[src/rtl/bus_reg_slave.sv]
// Write-only bus responder with shadow/active config banks, atomic commit and wait states.
// Define BUS_REG_SLAVE_AUTOCOMMIT_EN to make every register write also request a commit.
module bus_reg_slave #(
  parameter int BAW   = 8,
  parameter int BDW   = 32,
  parameter int RN    = 8,
  parameter int RBASE = 4,
  parameter int WS    = 0
) (
  input  logic              clk,
  input  logic              rst,
  output logic              bus_wready,
  input  logic              bus_wvalid,
  input  logic [BAW-1:0]    bus_waddr,
  input  logic [BDW-1:0]    bus_wdata,
  output logic [RN*BDW-1:0] cfg_data,
  output logic              cfg_commit,
  input  logic              cfg_busy,
  output logic              err_addr,
  output logic [1:0]        dbg_state_o
);

`ifdef BUS_REG_SLAVE_AUTOCOMMIT_EN
  localparam bit AutoCommit = 1'b1;
`else
  localparam bit AutoCommit = 1'b0;
`endif

  typedef enum logic [1:0] {
    IDLE   = 2'd0,
    PEND   = 2'd1,
    COMMIT = 2'd2
  } state_e;

  state_e                    state_q, state_d;
  logic [3:0]                wcnt_q, wcnt_d;
  logic                      wready_q, wready_d;
  logic                      commit_q, commit_d;
  logic                      err_q, err_d;
  logic [RN-1:0][BDW-1:0]    shadow_q, shadow_d;
  logic [RN-1:0][BDW-1:0]    active_q, active_d;
  logic                      acc;
  logic                      req;
  logic                      hit;
  logic [31:0]               addr;

  // Handshake: a write transfers at a posedge where bus_wvalid && bus_wready; bus_wready is
  // registered, only high in IDLE with no wait states left, and drops only after a transfer.
  always_comb begin
    state_d  = state_q;
    wcnt_d   = wcnt_q;
    commit_d = 1'b0;
    err_d    = err_q;
    shadow_d = shadow_q;
    active_d = active_q;
    req      = 1'b0;
    hit      = 1'b0;
    acc      = bus_wvalid && wready_q;
    addr     = 32'(bus_waddr);

    if (wcnt_q != 4'd0) wcnt_d = wcnt_q - 4'd1;

    if (acc) begin
      wcnt_d = 4'(WS);
      if (addr == 32'd0) begin
        if (bus_wdata[1]) err_d = 1'b0;
        req = bus_wdata[0];
      end else begin
        for (int i = 0; i < RN; i++) begin
          if (addr == 32'(RBASE + i)) begin
            shadow_d[i] = bus_wdata;
            hit         = 1'b1;
          end
        end
        if (hit) req = AutoCommit;
        else     err_d = 1'b1;
      end
    end

    case (state_q)
      IDLE:    if (req) state_d = PEND;
      PEND: begin
        if (!cfg_busy) begin
          state_d  = COMMIT;
          active_d = shadow_q;
          commit_d = 1'b1;
        end
      end
      COMMIT:  state_d = IDLE;
      default: state_d = IDLE;
    endcase

    wready_d = (state_d == IDLE) && (wcnt_d == 4'd0);
  end

  always_ff @(posedge clk) begin
    if (!rst) begin
      state_q  <= IDLE;
      wcnt_q   <= 4'd0;
      wready_q <= 1'b0;
      commit_q <= 1'b0;
      err_q    <= 1'b0;
      shadow_q <= '0;
      active_q <= '0;
    end else begin
      state_q  <= state_d;
      wcnt_q   <= wcnt_d;
      wready_q <= wready_d;
      commit_q <= commit_d;
      err_q    <= err_d;
      shadow_q <= shadow_d;
      active_q <= active_d;
    end
  end

  assign bus_wready  = wready_q;
  assign cfg_data    = active_q;
  assign cfg_commit  = commit_q;
  assign err_addr    = err_q;
  assign dbg_state_o = state_q;

endmodule

[config.mk]
export PLATFORM = sky130hd
export DESIGN_NAME = bus_reg_slave
export DESIGN_NICKNAME = d
export VERILOG_FILES = /design/src/rtl/bus_reg_slave.sv
export SDC_FILE = /design/constraint.sdc
export NUM_CORES = 1
export LEC_CHECK = 0
export CORE_MARGIN = 2
export CORE_UTILIZATION = 58
export CTS_BUF_LIST = sky130_fd_sc_hd__clkbuf_2 sky130_fd_sc_hd__clkbuf_4 sky130_fd_sc_hd__clkbuf_8
export DETAILED_ROUTE_END_ITERATION = 8
export GPL_TIMING_DRIVEN = 0
export PLACE_DENSITY = 0.95
export SLEW_MARGIN = 20
export SYNTH_ARGS = -nofsm -noshare
export SYNTH_HDL_FRONTEND = slang
export SYNTH_SLANG_ARGS = --single-unit
[constraint.sdc]
create_clock -name clk -period 5.15 [get_ports clk]
set_clock_uncertainty 0.15 [all_clocks]
set_input_delay 0.7725 -clock clk [delete_from_list [all_inputs] [get_ports clk]]
set_output_delay 0.7725 -clock clk [all_outputs]
set_load 0.01 [all_outputs]
# Yosys cells after proc, flatten, opt, wreduce, memory -nomap -nowiden
# Cells that the tools add are included.
dict set report classes {
  n_addsub 1
  n_eq_ne 11
  n_mux 21
  bitwise 2
  n_reduce_logical 18
}
# cell count
set op_table {}
lappend op_table {{$eq 8x3->1 const B} 4}
lappend op_table {{$eq 8x4->1 const B} 4}
lappend op_table {{$reduce_and 3->1} 9}
lappend op_table {{$mux 1} 16}
lappend op_table {{$logic_not 8->1} 1}
lappend op_table {{$mux 4} 2}
lappend op_table {{$logic_not 2->1} 2}
lappend op_table {{$logic_not 4->1} 1}
lappend op_table {{$mux 2} 2}
lappend op_table {{$ne 2x2->1 const B} 2}
lappend op_table {{$pmux 2 s2} 1}
lappend op_table {{$reduce_and 2->1} 2}
lappend op_table {{$reduce_bool 4->1} 1}
lappend op_table {{$sub 4x1->4 const B} 1}
lappend op_table {{$eq 2x1->1 const B} 1}
lappend op_table {{$logic_and 1x1->1} 2}
lappend op_table {{$not 1->1} 2}
dict set report totals {
  reg_bits 521
  in_bits 44
  output_inout_bits 261
  elab_cells 74
}

# Depth between registers and ports, before layout
dict set report logic_depth {
  depth_word 13
  depth_mapped 6
  depth_no_buf 5
}

# Worst setup path after synthesis
# Ideal clock, no wire load.
dict set report synth_timing {
  path_kind {input to register}
  startpoint {input bus_waddr[5]}
  endpoint {register shadow_q[137] (netlist bit)}
  arrival_ns 2.372
  required_time_ns 4.874
  path_slack_ns 2.502
  cell_stages 6
  path_cell_list {or4_4 buf_6 or4_1 buf_6 buf_12 mux2i_1}
}
dict set report synth_via {
  elab_chain_cells 3
}
# item line_no
set synth_lines {}
lappend synth_lines {{start, declared} 14} ;# input logic [BAW-1:0] bus_waddr,
lappend synth_lines {{$logic_not 8->1} 65} ;# if (addr == 32'd0) begin
lappend synth_lines {{$not 1->1 (no line)} --}
lappend synth_lines {{$reduce_and 3->1 (no line) (*)} --}
lappend synth_lines {{end signal, assigned} 111} ;# shadow_q <= shadow_d;
lappend synth_lines {{end, declared} 40} ;# logic [RN-1:0][BDW-1:0] shadow_q, shadow_d;
# Mark *: on every way between the ends. The rest lies on a longest branch, timed or not.
# A chain may end at the register's enable or synchronous reset.

# Final worst setup path
dict set report layout_timing {
  startpoint {input bus_waddr[5]}
  endpoint {register shadow_q[179] (netlist bit)}
}
# Same word-level chain as after synthesis.

==> impl_results.md <==
* Die Y-Extent at between 150 and 200 um
* Clk Latency, worst-skew pair at approximately 0.59 ns
* HPWL after DPL at about 37 mm
* EDFF count, synth at 0
* Initial Util at 58.7%
* Layout cells sized above 1 at ~8.7%
* Fmax at about 0.32 GHz
* Final hold violations at 0
* Critical path arrival at ~3.4 ns
* P per Cell Area at 349 nW/um2
* Placed cell count at roughly 2200
* Setup crit end: shadow_q[179]$_SDFFE_PN0P_
* Largest net degree at the start of global routing at 11
* Yosys warns at 0
* Design area at roughly 22000 um2
* Drt via density at about 5.9
* Max FO, Critical Path at 10
* Hold buffers post-CTS at 0
* Reg2reg end: cfg_data[161]$_SDFFE_PN0P_
* Top post-synthesis cells by area: dfxtp_1 (60%), mux2i_1 (15%), a22o_1 (13%)
* CTS tree: built
* Final setup viols at 0
* Syn avg cell area at 11.6 um2
* Placeable Area at between 20000 and 30000 um2
* Setup bufs post-CTS at 0
* Reg2Reg Depth at 5
* Clock buffer depth at 3
* Initial antenna violation count at 0
* Setup WS pre-CTS at 1.55 ns
* Routability cong. at between 0.8 and 0.9
* Pre-Repair DR Iteration Count at 6
* Worst r2r src: dbg_state_o[1]$_SDFF_PN0_
* Tot GR Track Use at roughly a third
* RSZ-0062 raised after global routing: false
* CTS Sinks at ~520
* CP max stage delay at approximately 0.70 ns
* Worst path cell trace: clkdlybuf4s50_1, or4_4, buf_6, nor3_2, buf_2, mux2i_1
* GRT Residual Overflow at 0
* Gate Count Post-Synth at around 1500
* Iter 0 DRT Violations at about 1200
* I/O pins at about 300
* Synth unique cells at 37
* Setup TNS at 0 ns
* Horiz. Die Dim at approximately 180 um
* Global-route wire length before repair at between 70 and 80 mm
* CP Capture Type: register
* Met2 WL at around 24 mm
* Final worst path period need at roughly 3.1 ns
* LEAKAGE at between 8 and 9 nW
* Rows at 63
* H-tree Lvls at 3
* Placed inst area at 20800 um2
* # DRC at 0
* Hold/Removal Path Class: reg -> reg
* CP Data Required Time at 5.46 ns
* Status: finished clean
* R2R Setup Slk at approximately 2.3 ns
* IO Port Bufs at about 300
* Crit Path Class: in -> reg
* Max-cap check violation count at 0
* Seq/Total Area, Yosys at between 60% and 70%
* Wire length on met3 at about 4.5 mm
* Max-slew violations at 0
* Yosys top cell area share at between 60% and 70%
* P&R area growth vs syn at 29.5%
* Post-cts sizing count at 0
* Final ANT Viol Nets at 0
* Worst-margin pin slew at 0.843 ns
* Met1 wire length at ~21 mm
* Highest metal used: met4
* Peak VDD IR at around 210 uV
* Synth Flop Type: dfxtp_1
* Layout net count at around 1900
* Startpoint Class: input pin
* DR vias at about 14000
* Post-Syn Area at 17300 um2
* Final Cycle Share at about three fifths
* Asr flop ratio synth at 0%
* WL per Instance at about 23 um
* Cell Count, Final, Fillers Out at between 2000 and 2500
* CTS root buffer: clkbuf_8
* CP max stage cell: nor3_2
* FF+latch count, synth at about 520
* # diodes at 0
* CTS buffer count at 76
* Fin worst setup slack at just over 2 ns
* Slew margin rel. at 43.5%
* Post-Synthesis Net Count at approximately 1500
* CP startpoint: bus_waddr[5]
* Largest area contributor in the netlist: dfxtp_1
* Vias in the first global route at between 10000 and 15000
* Worst-path clk slew at approximately 0.060 ns
* DRT Wirelength at ~53 mm
* Die Footprint at around 31000 um2
[cells in the mapped netlist, drive strengths merged (2+ instances only)]
library cell  instances
clkbuf               82
a22o                256
xnor2                 2
nor4                  3
nor3b                 2
nand2               292
a21oi                 2
buf                  34
inv                   4
nor2                  6
nand4                 3
or4                   3
nor4bb                2
dfxtp               521
mux2i               257
and2                  2
nand2b                5
nor3                  5
a211oi                2
[critical path: cells and delay by family]
| family | cells | cell delay [ns] |
|---|---|---|
| multiplexers | 1 | 0.37 |
| AND/OR/NAND/NOR | 2 | 1.24 |
| buffers and inverters | 3 | 1.05 |
[report_power, final]
part           internal, mW  switching (mW)  total (mW)
sequential             4.05          0.0229        4.07
combinational         0.108           0.229       0.337
clock                  1.87            1.55        3.42
[layer usage]
metal,GRT usage [%],up-vias
li1,-,6065
met1,42.3,6758
met2,52.0,762
met3,6.87,158
met4,19.0,0
met5,0,-
[logic make-up after synthesis]
logic type,synth area share [%]
muxes,14.9
xor gates and xnor gates,0.101
buffers and inverters,3.42
AOI/OAI and AO/OA,13.3
adders and majority gates,0.0722
DFF,60.2
and+or+nand+nor,8.03
[layout by cell type (no fill, tap or decap), types with 3 or more instances in the layout]
master	instances
nand4_1	3
clkbuf_1	82
buf_6	3
buf_2	18
nor3_2	4
inv_1	4
buf_12	6
nand2b_1	5
clkbuf_8	93
clkinvlp_4	4
clkdlybuf4s50_1	303
clkinv_2	7
nor2_1	6
dfxtp_1	521
buf_1	7
nand2_1	292
mux2i_1	257
clkbuf_4	26
a22o_1	256
[worst min-delay path by stage]
stage | to | slack [ns] | cells past startpoint | start
after floorplan | shadow_q[100]$_SDFFE_PN0P_ | 0.28 | 2 | shadow_q[100]$_SDFFE_PN0P_
final | shadow_q[182]$_SDFFE_PN0P_ | 0.31 | 2 | shadow_q[182]$_SDFFE_PN0P_
after detailed placement | shadow_q[110]$_SDFFE_PN0P_ | 0.30 | 2 | shadow_q[110]$_SDFFE_PN0P_
after global placement | shadow_q[70]$_SDFFE_PN0P_ | 0.29 | 2 | shadow_q[70]$_SDFFE_PN0P_
after CTS | shadow_q[69]$_SDFFE_PN0P_ | 0.31 | 2 | shadow_q[69]$_SDFFE_PN0P_
after global routing | shadow_q[205]$_SDFFE_PN0P_ | 0.32 | 2 | shadow_q[205]$_SDFFE_PN0P_
[flip-flops by register name (all words and copies together), names as in the netlist]
register     flops
bus_wready       1
cfg_data       256
cfg_commit       1
err_addr         1
shadow_q       256
dbg_state_o      2
wcnt_q           4
[metrics by stage]
| step | util [%] | power (mW) | hold slack (ns) |
|---|---|---|---|
| 3_3_place_gp | 70.7 | 4.46 | 0.291 |
| 5_1_grt | 76.0 | 8.05 | 0.322 |
| 2_1_floorplan | - | 4.33 | 0.284 |
| 4_1_cts | 76.0 | 7.82 | 0.308 |
| 3_5_place_dp | 70.7 | 4.48 | 0.297 |
| 6_report | 76.0 | 7.83 | 0.306 |
[final cells by class]
class	instances	area, um2
fill	1795	7060
clock buffer	119	1480
tap	390	488
sequential	521	10400
timing repair buffer	303	3030
inverter	4	15.0
buffer	116	578
multi-input combinational	854	6290
clock inverter	13	104
Power figures use the tool's default switching activity.
==> edit 1: new RTL, same settings <==
Add an input register stage for `cfg_busy`, cleared by the reset; this delays it by one clock. The other inputs are not delayed to match.
--- a/src/rtl/bus_reg_slave.sv
+++ b/src/rtl/bus_reg_slave.sv
@@ -31,6 +31,16 @@
     PEND   = 2'd1,
     COMMIT = 2'd2
   } state_e;
+
+  logic cfg_busy_q;
+
+  always_ff @(posedge clk) begin
+    if (!rst) begin
+      cfg_busy_q <= '0;
+    end else begin
+      cfg_busy_q <= cfg_busy;
+    end
+  end
 
   state_e                    state_q, state_d;
   logic [3:0]                wcnt_q, wcnt_d;
@@ -80,7 +90,7 @@
     case (state_q)
       IDLE:    if (req) state_d = PEND;
       PEND: begin
-        if (!cfg_busy) begin
+        if (!cfg_busy_q) begin
           state_d  = COMMIT;
           active_d = shadow_q;
           commit_d = 1'b1;
Check against the original RTL: not equivalent (a bounded check fails within 4 cycles, from zero or initial values and one cycle with rst low).
==> edit 1 against the original RTL <==
- synthesized area rose by 0.15%
- clock power rose by 3%
- total power rose by 1.4%
- count of clock-buffer cells in the layout rose by 3
- sequential cell count rose by 1
- worst setup slack got worse by 67 ps
- sequential power barely moved
- wire length rose by 0.76%
- cell area rose by 0.45%
- final cell count rose by 0.30%
- largest power group unchanged
- highest routed layer unchanged
==> edit 1: results (changes against the original RTL) <==
[outcome]
status=finished, final reports clean

[layout]
buffer_area_share_pct=16.0  ; -0.072 points
layout-drive-gt1-share_pct=8.93  ; +0.23 points
multi_input_area_share_pct=28.0  ; -0.097 points
clk_share_pct=7.34  ; +0.30 points
fill_cells=1823  ; +1.6%
clock_buffer_count=122  ; +2.5%
multi_input_gates=855  ; +0.12%

[grt]
met3_usage_pct=7.54  ; +0.67 points
grt_use_total_pct=33.4  ; +0.39 points
grt_util_met2_pct=55.1  ; +3.1 points

[critical_path]
ff2ff_setup_slack_ps=2160  ; -100 ps
arrival_ps=3560  ; +120 ps

[min_path]
hold_end=cfg_data[52]$_SDFFE_PN0P_

[place]
dp_worst_setup_slack_ps=1520  ; -31.2 ps
dp_hpwl_um=36900  ; +0.79%

[drt]
wl_met2_um=25200  ; +4.0%
firstDrtPassIters=5  ; -1
wl_met3_um=4640  ; +2.3%
wirelength_um=53300  ; +0.76%
via_per_inst=5.91  ; -0.20%

[sta]
slew_headroom_pct=34.7  ; -8.8 points
period_minus_slack_ps=3190  ; +66.5 ps

[clocking]
cts_buffers=79  ; +3.9%
cts_sinks=522  ; +0.19%

[synth]
syn-mean-instance-area_um2=11.6  ; about the same
postSynthNetCount=1542  ; +0.13%
synth_area_leaders=dfxtp_1 (60%), mux2i_1 (15%), a22o_1 (13%), nand2_1 (6.3%), clkbuf_1 (1.8%)

[floorplan]
core_area_um2=29600  ; +0.27%

## edit 1: cell count changes after synthesis, sizes merged
cell,change
dfxtp,+1
and2,+1
## edit 1: worst max-delay path: stages
cell      delay [ps]
clkbuf_1         510
nor3b_1          840
clkbuf_1         610
clkbuf_1         580
a22o_1           250
## edit 1: cells by family (layout without fill, tap and decap cells)
kind of cell / Yosys count / count (layout) / synth area share [%]
xor gates and xnor gates: 2 / 2 / 0.101
adders and majority gates: 1 / 1 / 0.0721
buffers and inverters: 120 / 560 / 3.42
AOI/OAI and AO/OA: 264 / 264 / 13.3
DFF: 522 / 522 / 60.3
muxes: 257 / 257 / 14.8
and+or+nand+nor: 331 / 331 / 8.06
## edit 1: power by group through the flow
stage / clock network (mW) / registers, mW / logic [mW]
CTS: 3.54 / 4.08 / 0.325
detailed placement: 0 / 4.17 / 0.321
floorplan: 0 / 4.17 / 0.177
global route: 3.72 / 4.08 / 0.354
global placement: 0 / 4.16 / 0.307
finish: 3.53 / 4.08 / 0.331
==> edit 2: new RTL, same settings <==
Without the edit above. `BAW`: 8 -> 9.
--- a/src/rtl/bus_reg_slave.sv
+++ b/src/rtl/bus_reg_slave.sv
@@ -1,7 +1,7 @@
 // Write-only bus responder with shadow/active config banks, atomic commit and wait states.
 // Define BUS_REG_SLAVE_AUTOCOMMIT_EN to make every register write also request a commit.
 module bus_reg_slave #(
-  parameter int BAW   = 8,
+  parameter int BAW   = 9,
   parameter int BDW   = 32,
   parameter int RN    = 8,
   parameter int RBASE = 4,
Ports: changed (resized bus_waddr); port bits go from 305 to 306. No check against the original RTL was run, so the function may have changed too.
==> edit 2 against the original RTL <==
- sequential cell count did not move
- worst setup slack improved by 360 ps
- wire length rose by 5.4%
- critical path depth fell by 1
- cell area rose by 0.99%
- synthesized area rose by 0.84%
- count of clock-buffer cells in the layout fell by 3
- final cell count rose by 0.17%
- total power rose by 1.5%
- critical path type unchanged
- largest cell class unchanged
- largest power group unchanged
==> edit 2: results (changes against the original RTL) <==
[outcome]
status=finished, final reports clean

[layout]
layout-drive-gt1-share_pct=11.6  ; +2.9 points
nets=1925  ; +0.21%
stdcell_count=2324  ; +0.17%
area_delta_synth_final_pct=29.6

[place]
dpl_cell_area_um2=21000  ; +0.74%
gp_congestion=0.879  ; +1.6%
dp_cells=2190  ; +0.091%
dp_worst_setup_slack_ps=2000  ; +452 ps

[critical_path]
r2r_end=cfg_data[254]$_SDFFE_PN0P_
ff2ff_setup_slack_ps=2830  ; +570 ps
arrival_ps=3100  ; -340 ps

[grt]
grt_pass1_wl_um=82600  ; +4.6%
antenna_found_initial=1  ; +1

[synth]
synth_area_leaders=dfxtp_1 (60%), mux2i_1 (15%), a22o_1 (13%), nand2_1 (6.3%), buf_2 (1.6%)
synth_commonest_cells=dfxtp_1 (521), nand2_1 (292), mux2i_1 (257)
postSynthNetCount=1542  ; +0.13%
synthCells=1496  ; +0.067%
synth_cell_type_count=42  ; +14%

[drt]
vias=14000  ; +2.1%
wl_met3_um=5100  ; +12%
drt_iter0_markers=1172  ; -2.8%
drt-met1-wl_um=21200  ; -0.44%

[clocking]
cts_buffers=77  ; +1.3%

[pwr]
ir_drop_mv=0.219  ; +3.2%
p_leak_nw=10.0  ; +17%
switchingPower_mw=1.83  ; +1.8%

[min_path]
hold_end=cfg_data[253]$_SDFFE_PN0P_
worstHoldStart=shadow_q[253]$_SDFFE_PN0P_

edit 2: cell count changes in the layout (fill, tap and decap cells not counted), sizes merged, moves of 3 or more:
cell	change
clkbuf	-46
buf	+44
clkinv	+4
nand4	+3
nor3	-3
or4	-3
edit 2: cell type report:
class | count | area [µm²] | area share (%)
flip-flops and latches | 521 | 10400 | 46.1
inverters | 5 | 18.8 | 0.0829
clock buffers | 116 | 1490 | 6.58
repair buffers | 304 | 3040 | 13.4
well taps | 390 | 488 | 2.16
multi-input cells | 853 | 6360 | 28.1
plain buffers | 117 | 656 | 2.90
clock inverters | 18 | 155 | 0.685
edit 2: how the worst max path moves through the flow:
stage,depth (start not counted),from,slack (ps),to
2_1_floorplan,6,bus_waddr[3],3110,shadow_q[65]$_SDFFE_PN0P_
3_3_place_gp,5,rst,2060,shadow_q[117]$_SDFFE_PN0P_
3_5_place_dp,5,rst,2000,shadow_q[116]$_SDFFE_PN0P_
4_1_cts,5,rst,2590,shadow_q[116]$_SDFFE_PN0P_
5_1_grt,5,rst,2320,shadow_q[115]$_SDFFE_PN0P_
6_report,5,rst,2380,shadow_q[115]$_SDFFE_PN0P_
edit 2: per-layer routing:
metal	vias to the layer above	global-route usage (%)
li1	6074	-
met5	-	0
met3	221	8.61
met2	884	57.3
met4	0	20.2
met1	6856	40.8
edit 2: power by group through the flow:
stage / clock network [mW] / logic (mW) / registers, mW
global route: 3.71 / 0.351 / 4.07
floorplan: 0 / 0.179 / 4.15
finish: 3.54 / 0.338 / 4.07
CTS: 3.53 / 0.328 / 4.07
detailed placement: 0 / 0.323 / 4.16
global placement: 0 / 0.310 / 4.15
edit 2: kinds of logic (layout without fill, tap and decap cells):
group           Yosys count  count (layout)  share of synthesized area (%)
simple gates            327             327                           8.23
fa+ha+maj                 1               1                         0.0716
flops                   521             521                           59.7
xor+xnor                  2               2                          0.100
buf+inv                 122             560                           3.86
compound gates          266             266                           13.3
mux                     257             257                           14.7
edit 2: critical path: stages:
cell and delay (ps):
clkbuf_1 640, clkbuf_1 610, clkbuf_1 730, nand2_1 150, mux2i_1 200
